### src/rtl/serial_word_feeder.sv
// -----------------------------------------------------------------------------
// serial_word_feeder
//
// Parallel-to-serial stage that feeds the "1101" Mealy sequence detector.
// Words arrive over a valid/ready handshake and are driven one bit at a time
// onto serial_out. A one-word holding buffer lets consecutive words stream
// with no idle gap, so a pattern that straddles two words is still seen
// downstream.
//
// Parameters:
//   DATA_WIDTH  bits per word (>= 2)
//   MSB_FIRST   1: bit DATA_WIDTH-1 sent first (shift left)
//               0: bit 0 sent first (shift right)
//   BIT_PERIOD  clock cycles each bit is held on serial_out (>= 1)
//
// Ports:
//   clk         system clock, rising edge
//   rst         asynchronous, active-high reset
//   load_valid  upstream word available
//   load_data   word to serialize
//   load_ready  block can accept a word this cycle (= buffer not full)
//   serial_out  serial bit to the detector input, idles at 0
//   bit_strobe  high in the first cycle of each new bit
//   busy        a word is being shifted
//   word_done   one-cycle pulse in the final cycle of a word's last bit
// -----------------------------------------------------------------------------
module serial_word_feeder #(
    parameter int DATA_WIDTH = 8,
    parameter int MSB_FIRST  = 1,
    parameter int BIT_PERIOD = 1
) (
    input  logic                  clk,
    input  logic                  rst,
    input  logic                  load_valid,
    input  logic [DATA_WIDTH-1:0] load_data,
    output logic                  load_ready,
    output logic                  serial_out,
    output logic                  bit_strobe,
    output logic                  busy,
    output logic                  word_done
);

    localparam int BW = $clog2(DATA_WIDTH);
    localparam int PW = $clog2(BIT_PERIOD + 1);

    localparam logic [BW-1:0] LAST_BIT = BW'(DATA_WIDTH - 1);
    localparam logic [PW-1:0] LAST_PER = PW'(BIT_PERIOD - 1);

    typedef enum logic {
        IDLE,
        SHIFT
    } state_t;

    state_t                r_state;
    logic [DATA_WIDTH-1:0] r_shift;
    logic [DATA_WIDTH-1:0] r_buf;
    logic                  r_buf_full;
    logic [BW-1:0]         r_bit;
    logic [PW-1:0]         r_per;

    logic                  w_xfer;
    logic                  w_last_cycle;
    logic                  w_last_bit;
    logic                  w_word_end;
    logic [DATA_WIDTH-1:0] w_shifted;

    // Handshake and end-of-bit / end-of-word qualifiers, all from registered
    // state except w_xfer, which also needs load_valid.
    always_comb begin
        w_xfer       = load_valid && !r_buf_full;
        w_last_cycle = (r_per == LAST_PER);
        w_last_bit   = (r_bit == LAST_BIT);
        w_word_end   = (r_state == SHIFT) && w_last_bit && w_last_cycle;
    end

    always_comb begin
        w_shifted = '0;
        if (MSB_FIRST != 0) begin
            w_shifted = {r_shift[DATA_WIDTH-2:0], 1'b0};
        end else begin
            w_shifted = {1'b0, r_shift[DATA_WIDTH-1:1]};
        end
    end

    always_ff @(posedge clk or posedge rst) begin
        if (rst) begin
            r_state    <= IDLE;
            r_shift    <= '0;
            r_buf      <= '0;
            r_buf_full <= 1'b0;
            r_bit      <= '0;
            r_per      <= '0;
        end else begin
            case (r_state)
                IDLE: begin
                    if (w_xfer) begin
                        r_shift <= load_data;
                        r_bit   <= '0;
                        r_per   <= '0;
                        r_state <= SHIFT;
                    end
                end

                SHIFT: begin
                    if (w_word_end) begin
                        // Next word comes from the buffer first, else a
                        // same-edge transfer bypasses the buffer entirely.
                        r_per <= '0;
                        r_bit <= '0;
                        if (r_buf_full) begin
                            r_shift    <= r_buf;
                            r_buf_full <= 1'b0;
                        end else if (w_xfer) begin
                            r_shift <= load_data;
                        end else begin
                            r_shift <= '0;
                            r_state <= IDLE;
                        end
                    end else begin
                        if (w_last_cycle) begin
                            r_per   <= '0;
                            r_bit   <= r_bit + BW'(1);
                            r_shift <= w_shifted;
                        end else begin
                            r_per <= r_per + PW'(1);
                        end
                        if (w_xfer) begin
                            r_buf      <= load_data;
                            r_buf_full <= 1'b1;
                        end
                    end
                end

                default: r_state <= IDLE;
            endcase
        end
    end

    // Outputs are decoded from registered state only.
    always_comb begin
        load_ready = !r_buf_full;
        busy       = (r_state == SHIFT);
        bit_strobe = (r_state == SHIFT) && (r_per == '0);
        word_done  = w_word_end;
        serial_out = 1'b0;
        if (r_state == SHIFT) begin
            serial_out = (MSB_FIRST != 0) ? r_shift[DATA_WIDTH-1] : r_shift[0];
        end
    end

endmodule
### config.mk
export PLATFORM = sky130hd
export DESIGN_NAME = serial_word_feeder
export DESIGN_NICKNAME = d
export VERILOG_FILES = /design/src/rtl/serial_word_feeder.sv
export SDC_FILE = /design/constraint.sdc
export NUM_CORES = 1
export LEC_CHECK = 0
export CAP_MARGIN = 20
export CORE_MARGIN = 2
export CORE_UTILIZATION = 55
export DETAILED_ROUTE_END_ITERATION = 7
export PLACE_DENSITY = 0.77
export SLEW_MARGIN = 40
export SYNTH_ARGS = -nofsm -noshare
export SYNTH_HDL_FRONTEND = slang
export SYNTH_SLANG_ARGS = --single-unit
### constraint.sdc
create_clock -name clk -period 2.8 [get_ports clk]
set_input_delay 0.28 -clock clk [delete_from_list [all_inputs] [get_ports clk]]
set_output_delay 0.28 -clock clk [all_outputs]
set_load 0.02 [all_outputs]
==> results.ini <==
[status]
outcome = complete, no violations

[worst_setup_path]
worstPathArrival_ns = 2.06
worstSetupPathType = reg2out
r2r-end = r_buf[6]$_DFFE_PP0P_
reg2reg_from = r_bit[0]$_DFFE_PP0P_
critPathRequiredTime_ns = 2.52
worstSetupStartpointType = flop
endpoint = word_done
rr_worst_depth = 5
critPathLaunch = r_bit[0]$_DFFE_PP0P_
path_max_fanout = 10
r2r_slack_ns = 0.96
endpoint_kind = output pin

[sta]
period_needed_ns = 2.342
hold_viol = 0
timing.setup.tns_ns = 0
worst_clock_skew_ns = 0.001153
grt_setup_unrepaired = no
fin_crit_sh = 0.8366
relSlewSlack = 0.6346
setup_violations = 0
max_freq_ghz = 0.4269
tightestPinTransition_ns = 0.5481
finalMaxSlewViolations = 0

[hold_path]
hp-class = in2async

[routing]
drtIter0Drc = 19
ant_nets = 0
drcViolationCount = 0
via_count = 847
vias_per_cell = 5.801
drtPass1Iterations = 4
routedWlPerCell_um = 14.95
wl_mm = 2.182

[synthesis]
yosys.area_share.adder = 0.02151
yosysMostFrequentCell = dfrtp_1
yosys_warnings = 0
synth-seq-cells = 21
synth_flop_cell = dfrtp_1
synth_top_cell_area_share = 0.4516
async_reset_ff_frac = 1.000
synthTopCellsByArea = dfrtp_1 45%, mux2_4 10%, a21o_1 5.8%
synth_top_family_by_area = simple AND/OR/NAND/NOR gates
synth_cell_types = 25
synth_xor_area_frac = 0
syn_area_per_cell_um2 = 10.77
syn_inst = 108
synth_compound_area_frac = 0.1527
synth_top_cell_by_area = dfrtp_1
netlist_area_um2 = 1164
synth-simple-area-share = 0.1871
synth_nets = 121
ys_seq_area_frac = 0.4516
muxShareOfSynthArea = 0.1215
ys_top_cells_by_count = 21 x dfrtp_1, 9 x a21o_1, 9 x nand2_1
synth_edf_count = 0

[placed_design]
dp_hpwl_mm = 1.471
gp_congestion = 0.7828
port_buffers = 15
placedCellCount = 142
place_area_um2 = 1290

[job]
maxCapViolCount = 0

[power]
p_leak_nw = 0.5619
power.density_nw_per_um2 = 1060
peakVddDrop_v = 0.0005906

[finish]
syn_to_final_growth_pct = 13.12
n_antenna_cell = 0
layout.cells.non_filler = 146
fin_util = 0.6641
drive_gt1_frac = 0.1429
stdcell_area_um2 = 1316
nets = 133
fillerInstances = 159

[grt]
grt_max_degree = 24
grtUsageTotal = 0.1924
use_met2 = 0.3224
grt_pass1_wl_mm = 3.677
grt_pass1_vias = 818
antenna_found_initial = 0
top_usage_layer = met2
grt_use_met1 = 0.2490
met3_usage = 0.04242
grt_remaining_overflow = 0

[clocking]
clk_pin_slew_worst_paths_ns = 0.11
root_buffer = clkbuf_4
postCtsSetupBuffers = 0
htreeDepth = 1
cts_tree = built
cts_resized = 0
clkSinkCount = 21
cts.path.max_buffers = 2
cts_made_buffers = 3
hold_buffers = 0
clk_latency_ns = 0.30

[floorplanning]
die_w_um = 50.00
design.core.area_um2 = 1982
start_util = 0.5871
rows = 16
io_pins = 16
dieArea_um2 = 2500
die_h_um = 50.00

[worst min path at each step]
stage	cells after the start	end	slack, ns
final	2	r_shift[1]$_DFFE_PP0P_	0.29
after global routing	2	r_bit[0]$_DFFE_PP0P_	0.32
after CTS	2	r_buf[0]$_DFFE_PP0P_	0.44
after detailed placement	1	r_buf[4]$_DFFE_PP0P_	0.50
after global placement	1	r_bit[1]$_DFFE_PP0P_	0.50
after floorplan	1	busy$_DFF_PP0_	0.26
[worst max-delay path, stage by stage (launching register included)]
cell,delay [ns]
dfrtp_1,0.41
ha_1,0.21
ha_1,0.23
nand2_1,0.31
inv_1,0.07
clkdlybuf4s50_1,0.54
[per-layer routing]
layer  wire length [µm]  vias up
met2               1026       19
met1               1063      421
met3                 72        4
li1                   -      403
met5                  0        -
met4                 19        0
[metrics by stage]
stage	worst slack, ns	hold slack (ns)	total power, mW
2_1_floorplan	1.104	0.2565	1.113
3_3_place_gp	0.6949	0.4952	1.234
3_5_place_dp	0.6801	0.4995	1.256
4_1_cts	0.4469	0.4439	1.401
5_1_grt	0.3305	0.3185	1.497
6_report	0.4577	0.2941	1.395
[registers in the layout (all words and copies together) (netlist names)]
register,cells
busy,1
r_shift,8
r_buf_full,1
r_buf,8
r_bit,3
[cell type report]
class	count	area, µm²	share of cell area
Clock buffer	4	26.28	0.01996
Inverter	3	11.26	0.008555
Multi-Input combinational cell	75	561.8	0.4268
Sequential cell	21	525.5	0.3992
Tap cell	27	33.78	0.02567
Timing Repair Buffer	16	157.7	0.1198
[cells by family (layout without fill, tap and decap cells)]
family,count (synthesis),count (layout)
simple gates,36,36
compound gates,27,27
flops,21,21
buf+inv,12,23
mux,10,10
fa+ha+maj,2,2
[cells in the final DEF, fill, tap and decap left out]
master	Yosys	final
a21o_1	9	9
nor2b_4	2	2
a31oi_1	7	7
buf_4	1	1
nand2_1	9	9
mux2i_1	1	1
ha_1	2	2
nand3b_1	7	7
a22oi_1	1	1
nor2_1	1	1
nor3_1	7	7
nor2b_1	7	7
inv_2	0	1
o22ai_1	1	1
or2_1	1	1
a22o_1	2	2
mux2_2	1	1
mux2_4	8	8
clkbuf_4	0	3
a21oi_1	7	7
clkbuf_1	1	1
clkdlybuf4s50_1	0	15
and2_4	1	1
inv_1	3	2
and2_1	1	1
dfrtp_1	21	21
[power breakdown]
group / internal (mW) / switching [mW] / leakage [nW] / total [mW]
combinational: 0.374 / 0.314 / 0.295 / 0.688
clock: 0.0555 / 0.0898 / 0.0150 / 0.145
sequential: 0.452 / 0.109 / 0.252 / 0.562
total: 0.882 / 0.513 / 0.562 / 1.40
Note: power is estimated with default switching activity, not from simulation.
